## src/rtl/layer_compositor.sv

```systemverilog
// Two-stage pixel compositor: priority-merges NUM_LAYERS flagged layers with override and
// background, and reports per-frame layer overlaps on collision_flags.
module layer_compositor #(
   parameter int          NUM_LAYERS = 8,
   parameter int          COLOR_W    = 8,
   parameter logic [23:0] BG_COLOR   = 24'h000000,
   localparam int         PIX_W      = 3 * COLOR_W,
   localparam int         IDX_W      = $clog2(NUM_LAYERS)
) (
   input  logic                        pixel_clk,
   input  logic                        rst_n,
   input  logic                        fsync,
   input  logic                        active_in,
   input  logic [NUM_LAYERS-1:0]       layer_active,
   input  logic [NUM_LAYERS*PIX_W-1:0] layer_pixel,
   input  logic [NUM_LAYERS-1:0]       layer_enable,
   input  logic                        override_en,
   input  logic [PIX_W-1:0]            override_pix,
   output logic [PIX_W-1:0]            pixel_out,
   output logic                        active_out,
   output logic                        fsync_out,
   output logic [IDX_W-1:0]            winner_idx,
   output logic                        winner_valid,
   output logic [NUM_LAYERS-1:0]       collision_flags
);

   localparam logic [PIX_W-1:0] BG_PIX = PIX_W'(BG_COLOR);

   logic [NUM_LAYERS-1:0] s1_m;
   logic [PIX_W-1:0]      s1_pix [NUM_LAYERS];
   logic                  s1_ovr_en;
   logic [PIX_W-1:0]      s1_ovr_pix;
   logic                  s1_active;
   logic                  s1_fsync;

   logic [NUM_LAYERS-1:0] acc;
   logic [NUM_LAYERS-1:0] contrib;

   logic                  win_found;
   logic [IDX_W-1:0]      win_idx;
   logic [PIX_W-1:0]      nxt_pix;
   logic                  nxt_valid;
   logic [IDX_W-1:0]      nxt_idx;

   // Stage 1: qualify layer flags and capture everything the output stage needs.
   // NOTE: the per-layer pixel array is a handful of pipeline flops, not a RAM, so it is reset
   // with the rest of the pipeline to guarantee clean outputs after rst_n.
   always_ff @(posedge pixel_clk or negedge rst_n) begin
      if (!rst_n) begin
         s1_m       <= '0;
         s1_ovr_en  <= 1'b0;
         s1_ovr_pix <= '0;
         s1_active  <= 1'b0;
         s1_fsync   <= 1'b0;
         for (int i = 0; i < NUM_LAYERS; i++) s1_pix[i] <= '0;
      end else begin
         // NOTE: non-blocking assignments keep every flop sampling pre-edge values.
         s1_m       <= layer_active & layer_enable & {NUM_LAYERS{active_in}};
         s1_ovr_en  <= override_en;
         s1_ovr_pix <= override_pix;
         s1_active  <= active_in;
         s1_fsync   <= fsync;
         for (int i = 0; i < NUM_LAYERS; i++) s1_pix[i] <= layer_pixel[i*PIX_W +: PIX_W];
      end
   end

   // Lowest set index wins; scanning downward lets the last hit be the highest priority.
   // NOTE: every always_comb output gets a default first so no path can infer a latch.
   always_comb begin
      win_found = 1'b0;
      win_idx   = '0;
      for (int i = NUM_LAYERS - 1; i >= 0; i--) begin
         if (s1_m[i]) begin
            win_found = 1'b1;
            win_idx   = IDX_W'(i);
         end
      end
   end

   always_comb begin
      nxt_pix   = '0;
      nxt_valid = 1'b0;
      nxt_idx   = '0;
      if (!s1_active) begin
         nxt_pix = '0;
      end else if (s1_ovr_en) begin
         nxt_pix = s1_ovr_pix;
      end else if (win_found) begin
         nxt_pix   = s1_pix[win_idx];
         nxt_valid = 1'b1;
         nxt_idx   = win_idx;
      end else begin
         nxt_pix = BG_PIX;
      end
   end

   always_ff @(posedge pixel_clk or negedge rst_n) begin
      if (!rst_n) begin
         pixel_out    <= '0;
         active_out   <= 1'b0;
         fsync_out    <= 1'b0;
         winner_idx   <= '0;
         winner_valid <= 1'b0;
      end else begin
         pixel_out    <= nxt_pix;
         active_out   <= s1_active;
         fsync_out    <= s1_fsync;
         winner_idx   <= nxt_idx;
         winner_valid <= nxt_valid;
      end
   end

   // m & (m-1) is nonzero exactly when two or more layers overlap at this pixel.
   assign contrib = (|(s1_m & (s1_m - NUM_LAYERS'(1)))) ? s1_m : '0;

   always_ff @(posedge pixel_clk or negedge rst_n) begin
      if (!rst_n) begin
         acc             <= '0;
         collision_flags <= '0;
      end else if (s1_fsync) begin
         collision_flags <= acc | contrib;
         acc             <= '0;
      end else begin
         acc             <= acc | contrib;
      end
   end

endmodule
```

## config.mk

```make
export PLATFORM = sky130hd
export DESIGN_NAME = layer_compositor
export DESIGN_NICKNAME = d
export VERILOG_FILES = /design/src/rtl/layer_compositor.sv
export SDC_FILE = /design/constraint.sdc
export NUM_CORES = 1
export LEC_CHECK = 0
export CAP_MARGIN = 25
export CORE_MARGIN = 2
export CORE_UTILIZATION = 35
export CTS_CLUSTER_SIZE = 10
export DETAILED_ROUTE_END_ITERATION = 10
export PLACE_DENSITY = 0.64
export SYNTH_ARGS = -nofsm -noshare
export SYNTH_HDL_FRONTEND = slang
export SYNTH_SLANG_ARGS = --single-unit
```

## constraint.sdc

```tcl
create_clock -name pixel_clk -period 3.5 [get_ports pixel_clk]
set_input_delay 0.525 -clock pixel_clk [delete_from_list [all_inputs] [get_ports pixel_clk]]
set_output_delay 0.525 -clock pixel_clk [all_outputs]
set_load 0.02 [all_outputs]
```

After elaboration in Yosys (flattened, before gate mapping)
Index checks and enable logic that the tools add are counted.
{"block": "word_totals", "in_bits": 237, "ff_bits": 273, "out_inout_bits": 38, "word_cells": 58}
{"block": "classes", "n_bitwise": 5, "n_reduce_logical": 1, "addsub": 1, "muxes": 30, "order_cmp": 1}
{"cell": "24-bit two-way mux", "n": 5}
{"cell": "24-bit binary-select mux with 3-bit select", "n": 1}
{"cell": "3-bit two-way mux", "n": 11}
{"cell": "8-bit bitwise AND", "n": 3}
{"cell": "8-bit two-way mux", "n": 2}
{"cell": "1-bit two-way mux", "n": 11}
{"cell": "8-bit OR", "n": 1}
{"cell": "8-bit OR reduction", "n": 1}
{"cell": "8-bit by 1-bit subtractor with 8-bit output (second input constant)", "n": 1}
{"cell": "4-bit >= comparator (second input constant)", "n": 1}
{"cell": "3-bit inverter with 4-bit output", "n": 1}

Longest topological paths before layout
Gate-level depths: netlist of the first run.
{"block": "logic_depth", "depth_word": 15, "mapped_depth": 9, "ltp_nobuf": 5}

Worst setup path after synthesis of the first run
OpenSTA, ideal clock, no wires.
{"block": "synth_timing", "path_kind": "register to register", "startpoint": "register s1_m[3]", "endpoint": "register pixel_out[13]", "setup_time_ps": 133, "required_time_ps": 3367, "path_stages_with_launch": 10, "t_arrival_ps": 1899, "n_path_buf": 4, "slack_ps": 1468, "synth_period_minus_slack_ps": 2032, "path_cell_list": "dfrtp_1 -> clkbuf_1 -> or2_2 -> a21oi_1 -> nand2b_1 -> buf_2 -> nand2b_1 -> buf_4 -> buf_2 -> o221ai_2"}
{"block": "synth_between", "elab_chain_len": 11, "elab_cells_between_ends": 15, "cone_classes": "mux (14); bitwise (1)"}
{"element": "start: declaration", "line": "29", "rtl": "logic [NUM_LAYERS-1:0] s1_m;"}
{"element": "start signal: assignment", "line": "58", "rtl": "s1_m <= layer_active & layer_enable & {NUM_LAYERS{active_in}};"}
{"element": "3-bit two-way mux (4 in a row)", "line": "73", "rtl": "if (s1_m[i]) begin"}
{"element": "3-bit inverter with 4-bit output (not written as such)", "line": "89", "rtl": "nxt_pix = s1_pix[win_idx];"}
{"element": "24-bit binary-select mux with 3-bit select", "line": "89"}
{"element": "24-bit two-way mux (not written as such) (2 in a row)", "line": "89"}
{"element": "24-bit two-way mux *", "line": "88", "rtl": "end else if (win_found) begin"}
{"element": "24-bit two-way mux *", "line": "86", "rtl": "end else if (s1_ovr_en) begin"}
{"element": "24-bit two-way mux *", "line": "84", "rtl": "if (!s1_active) begin"}
{"element": "named net nxt_pix[13]", "line": "41", "rtl": "logic [PIX_W-1:0] nxt_pix;"}
{"element": "end signal: assignment", "line": "105", "rtl": "pixel_out <= nxt_pix;"}
{"element": "end: declaration", "line": "19", "rtl": "output logic [PIX_W-1:0] pixel_out,"}
Mark *: on every way through the listed nets, which the timed path passes. The rest lies on a longest branch. The select of a mux whose other input is x is not followed.
A chain may end at the register's enable or synchronous reset.

Worst setup path in the final report of the first run
{"block": "layout_timing", "startpoint": "register s1_m[0]", "endpoint": "register pixel_out[17]"}
{"block": "layout_between", "elab_chain_len": 8, "elab_cells_between_ends": 9, "cone_classes": "mux (8); bitwise (1)"}
{"element": "3-bit two-way mux", "line": "73"}
{"element": "3-bit inverter with 4-bit output (not written as such)", "line": "89"}
{"element": "24-bit binary-select mux with 3-bit select", "line": "89"}
{"element": "24-bit two-way mux (not written as such) (2 in a row)", "line": "89"}
{"element": "24-bit two-way mux *", "line": "88"}
{"element": "24-bit two-way mux *", "line": "86"}
{"element": "24-bit two-way mux *", "line": "84"}
{"element": "named net nxt_pix[17]", "line": "41"}
Marks and branches as above.

==> results of run 1 <==
[report_power, final]
group	total (mW)	leakage (nW)	internal [mW]	switching, mW
logic	0.884	2.05	0.498	0.386
clock network	3.12	0.481	1.92	1.20
registers	3.40	3.27	3.33	0.0678
[registers in the layout (all words and copies together) (netlist names), 3 cells and up]
signal / flops
s1_m: 8
acc: 8
s1_pix: 192
collision_flags: 8
winner_idx: 3
s1_ovr_pix: 24
pixel_out: 24
[area by class of cell]
cell class | instances | area [µm²]
Inverter | 11 | 41.3
Clock inverter | 1 | 8.76
Clock buffer | 44 | 972
Sequential cell | 273 | 6830
Multi-Input combinational cell | 282 | 2390
Tap cell | 341 | 427
Antenna cell | 2 | 5.00
Fill cell | 2257 | 13200
Timing Repair Buffer | 285 | 2890
[per-stage QoR]
stage | hold WS [ns] | total power, mW | cell area (µm²) | util
6_report | 0.0736 | 7.40 | 13600 | 0.508
5_1_grt | 0.124 | 7.74 | 13600 | 0.508
4_1_cts | 0.107 | 7.52 | 13600 | 0.508
3_5_place_dp | 0.439 | 4.35 | 12600 | 0.471
3_3_place_gp | 0.437 | 4.34 | 12600 | 0.471
2_1_floorplan | 0.229 | 3.84 | 9460 | -
[kinds of logic (layout without fill, tap and decap cells)]
kind of cell    Yosys count  count (layout)  share of synthesized area
flops                   273             273                      0.723
fa+ha+maj                 1               1                    0.00106
mux                     120             120                      0.132
buf+inv                  36             341                     0.0247
simple gates             76              76                     0.0409
compound gates           85              85                     0.0790
other cells               0               2                          0
[critical path, delay by kind of cell (launching register included)]
kind,cells,cell delay [ns]
multiplexers,2,0.43
AND/OR/NAND/NOR,2,1.01
AO/OA/AOI/OAI,1,0.10
buffers and inverters,1,0.30
flip-flops,1,0.61
[cell usage in the layout, fill, tap and decap left out, types with 5 or more instances in the layout]
| master | instances |
|---|---|
| a211oi_1 | 13 |
| a21oi_1 | 9 |
| a22oi_1 | 6 |
| and3_1 | 8 |
| buf_12 | 5 |
| buf_4 | 6 |
| clkbuf_1 | 5 |
| clkbuf_16 | 37 |
| clkdlybuf4s50_1 | 273 |
| dfrtp_1 | 273 |
| inv_1 | 11 |
| mux2_2 | 36 |
| mux2i_1 | 84 |
| nand2_1 | 38 |
| nor2_1 | 10 |
| o21ai_0 | 10 |
| o221ai_1 | 12 |
| o221ai_2 | 18 |
[routing by layer]
layer  GRT usage  up-vias  wire length (µm)
met4      0.0603        2               705
met3      0.0512       52              1890
met5           0        -                16
li1            -     2681                 -
met1       0.217     2844             10000
met2       0.263      232             10800
[path summary, 6_finish.rpt]
kind	depth (start not counted)	slack, ns	endpoint	start
setup / recovery	6	0.89	pixel_out[17]	s1_m[0]
hold / removal	1	0.07	s1_pix[99]	rst_n
setup reg to reg	6	0.89	pixel_out[17]	s1_m[0]
hold reg to reg	2	0.45	pixel_out[10]	s1_ovr_pix[10]
max in group asynchronous	2	2.56	s1_pix[17]	rst_n
min in group pixel_clk	2	0.45	pixel_out[10]	s1_ovr_pix[10]
[cell usage after synthesis, types with 5 or more instances]
cell / n / area (µm²)
o221ai_1: 12 / 105
a21o_1: 5 / 37.5
mux2i_1: 84 / 841
and3_1: 8 / 50.1
a211oi_1: 13 / 97.6
a22oi_1: 6 / 45.0
nand2_1: 38 / 143
o21ai_0: 10 / 50.1
a21oi_1: 9 / 45.0
mux2_2: 36 / 405
buf_8: 7 / 105
nor2_1: 10 / 37.5
dfrtp_1: 273 / 6830
o221ai_2: 18 / 270
clkbuf_1: 11 / 41.3
inv_1: 11 / 41.3
==> flow_summary.yaml, run 1 <==
worst_setup_path:
  max_stage_delay_ns: 0.65
  cp.arrival_ns: 2.95
  crit_required_ns: 3.84
  path_class: "flip-flop to flip-flop"
  cp-start-kind: "flip-flop"
  crit_chain: "or4_4 > nor2_8 > buf_12 > mux2i_1 > mux2_2 > o221ai_2"
  cp_max_fo: 33
  endpoint_kind: "flip-flop"
  crit_slowest_cell: "or4_4"
power_and_ir_drop:
  leakage_nw: 5.80
  p_per_area_mw_per_mm2: 546
  worst_ir_drop_vdd_uv: 289
clock_tree:
  ctsHtreeMaxLevel: 2
  post_cts_resized: 0
  post_cts_buffers: 0
  root_buffer: "clkbuf_16"
  hold_buffers: 0
  cts_buffer_depth: 3
  cts_tree: "built"
  cts.sinks: 273
  cts_buffers: 34
  clk_latency_ns: 0.49
  clkTransAtPathRegs_ns: 0.05
sta:
  fin_tns_setup_ns: 0
  max_slew.worst_pin.slew_ns: 0.957
  slew-limit-headroom: 0.362
  finalMaxSlewViolations: 0
  fin_skew_ns: 0.0202
  hold_viol: 0
  finalSetupViolCount: 0
  final.min_clock_period_ns: 2.61
  setup_ws_ns: 0.886
  fmax_mhz: 383
  rsz0062_at_grt: "no"
  period_share: 0.747
yosys:
  syn-instance-count: 591
  async_flop_share: 1.00
  synth_seq_area_share: 0.723
  synth.net_count: 828
  yosys.cell_types.count: 38
  syn_avg_cell_area_um2: 16.0
  synth-edff-count: 0
  synth_area_mm2: 0.00946
  synth_warnings: 0
  ys_ff_latch: 273
  ys.flop_type: "dfrtp_1"
detailed_routing:
  vias: 5811
  drc_errors: 0
  avgRoutedWirePerCell_um: 18.9
  drt-vias-per-instance: 4.69
  ant_nets: 0
  drt_wl_total_um: 23500
  drt_iter0_markers: 250
  drtPass1Iterations: 4
die:
  core_mm2: 0.0267
  pin_count: 275
  rows: 60
  die_y_um: 168
  die_area_mm2: 0.0283
  dieWidth_um: 168
  initial_utilization: 0.354
global_routing:
  grt_overflow: 0
  grt_first_pass_wirelength_um: 35900
  antenna_found_initial: 3
  grt_max_degree: 106
  grt_pass1_vias: 6316
  grt.total_usage: 0.166
placement:
  dpl.cell_count: 1192
  port-buffer-count: 274
  pre_cts_ws_ns: 0.875
  dp_hpwl_um: 16400
  place_congestion: 0.799
run_status:
  outcome: "finished, final reports clean"
worst_hold_path:
  hp-class: "input pin to asynchronous set/reset pin"
final_layout:
  final-instance-count-excl-fill: 1239
  area_growth_pct: 43.5
  layout.nets: 1124
  post_route_cells_drive_above_1_share: 0.126
run:
  maxCapViolations: 0
Power figures use the tool's default switching activity.
==> run 2, diff against run 1 <==
- PLACE_DENSITY: 0.64 -> 0.66
- clock period: 3.5 -> 2.3 ns (I/O delays scaled with it)
==> run 2 against run 1 <==
Final cell count rose by 0.65%. Register-to-register slack worse by 0.69 ns. Non-clock buffer count up 15. First-iteration DRC count grew 25%. Utilization about the same. Sequential power increased by 52%. Sequential share of layout area about the same. Global-route usage about the same. Clock skew decreased by 0.0094 ns. Critical path type unchanged. Critical endpoint is now pixel_out[21].
==> flow_summary.yaml, run 2 (synthesized netlist as in run 1, its figures left out) <==
run_status:
  outcome: "finished, final reports clean"
clock_tree:
  cts.sinks: 273
  clkTransAtPathRegs_ns: 0.05
  cts_buffers: 31
  clk_latency_ns: 0.55
  ctsHtreeMaxLevel: 1
  post_cts_buffers: 0
  root_buffer: "clkbuf_16"
  cts_buffer_depth: 3
  cts_tree: "built"
global_routing:
  grt.total_usage: 0.166
  antenna_found_initial: 4
  grt_max_degree: 83
  grt_first_pass_wirelength_um: 36100
  grt_pass1_vias: 6480
  grt_overflow: 0
detailed_routing:
  avgRoutedWirePerCell_um: 18.7
  drtPass1Iterations: 4
  drt_iter0_markers: 312
  drt-vias-per-instance: 4.70
  drt_wl_total_um: 23400
  ant_nets: 0
  drc_errors: 0
  vias: 5861
final_layout:
  area_growth_pct: 43.6
  layout.nets: 1136
  top_register: "s1_pix"
  top_regs: "s1_pix: 192 flops, pixel_out: 24 flops, s1_ovr_pix: 24 flops"
  largest_reg_flops: 192
  post_route_cells_drive_above_1_share: 0.134
  finalInstanceArea_mm2: 0.0136
  final-instance-count-excl-fill: 1247
  final_cell_mix: "dfrtp_1 (273), clkdlybuf4s50_1 (273), mux2i_1 (84)"
sta:
  period_share: 0.914
  fmax_mhz: 475
  hold_viol: 0
  finalSetupViolCount: 0
  finalMaxSlewViolations: 0
  rsz0062_at_grt: "no"
  fin_tns_setup_ns: 0
  fin_skew_ns: 0.0109
  final.min_clock_period_ns: 2.10
  max_slew.worst_pin.slew_ns: 0.932
  slew-limit-headroom: 0.378
die:
  core_mm2: 0.0267
  pin_count: 275
  dieWidth_um: 168
  die_area_mm2: 0.0283
  rows: 60
  initial_utilization: 0.354
  die_y_um: 168
placement:
  dpl.cell_count: 1206
  dpl_cell_area_mm2: 0.0127
  dp_hpwl_um: 17000
  port-buffer-count: 274
  place_congestion: 0.845
worst_hold_path:
  whs_path_depth: 1
  hp-class: "input pin to flip-flop"
  min_from: "layer_pixel[22]"
  holdPathEnd: "s1_pix[190]"
worst_setup_path:
  reg2reg_from: "s1_m[1]"
  cp-start-kind: "flip-flop"
  path_class: "flip-flop to flip-flop"
  crit_required_ns: 2.71
  endpoint_kind: "flip-flop"
  cp_max_fo: 29
  r2r_slack_ns: 0.20
  reg2reg_depth: 6
  cp.arrival_ns: 2.51
  worstReg2RegEnd: "pixel_out[21]"
power_and_ir_drop:
  worst_ir_drop_vdd_uv: 538
  leakage_nw: 5.82
  p_per_area_mw_per_mm2: 789
  p_total_mw: 10.7
run:
  maxCapViolations: 0
==> run 2: changes by cell type in the layout (fill, tap and decap cells not counted), sizes merged <==
cell,change
buf,+14
clkbuf,-7
dlygate4sd3,+1
==> run 2: cell type report <==
type | instances | area, µm²
fillers | 2297 | 13100
flip-flops and latches | 273 | 6830
repair buffers | 300 | 3060
multi-input cells | 282 | 2400
clock buffers | 37 | 808
well taps | 341 | 427
inverters | 11 | 41.3
clock inverters | 1 | 8.76
diodes | 2 | 5.00
==> run 2: layer usage <==
metal	vias up	share of wire	GRT usage
li1	2702	-	-
met1	2900	0.42	0.215
met2	215	0.48	0.276
met3	40	0.073	0.0442
met4	4	0.026	0.0480
met5	-	0.0012	0
==> run 2: worst max-delay path by stage <==
stage,cells past startpoint,end,slack (ns),start
final,6,pixel_out[21],0.20,s1_m[1]
after floorplan,9,pixel_out[13],0.27,s1_m[3]
after detailed placement,7,acc[3],0.14,s1_m[0]
after CTS,7,acc[3],0.12,s1_m[0]
after global routing,7,pixel_out[17],0.09,s1_m[0]
after global placement,6,pixel_out[12],0.20,s1_m[1]
==> run 2: critical path: stages (launching register included) <==
cell and delay (ns):
dfrtp_1 0.37, or4_4 0.58, nor2_8 0.19, buf_12 0.25
mux2i_1 0.26, mux2_2 0.21, o221ai_2 0.10
==> run 2: through the flow <==
step                      hold slack (ns)   util  setup slack [ns]
after floorplan                    0.0494      -             0.268
after global placement              0.256  0.477             0.201
after detailed placement            0.265  0.477             0.140
after CTS                           0.205  0.508             0.122
after global routing                0.206  0.508            0.0860
final                               0.237  0.508             0.197
==> run 2: what timing repair did <==
| action | 4_1_cts | 5_1_grt |
|---|---|---|
| hold buffers | 1 | 0 |
| gates resized for setup | 0 | 1 |
| endpoints found under the setup margin | 0 | 3 |
| hold endpoints to repair | 36 | 0 |
==> run 2: where the power goes <==
part	switching, mW	total, mW	internal (mW)
Sequential	0.0925	5.16	5.07
Clock	1.73	4.14	2.41
Combinational	0.611	1.41	0.795
Total	2.43	10.7	8.27
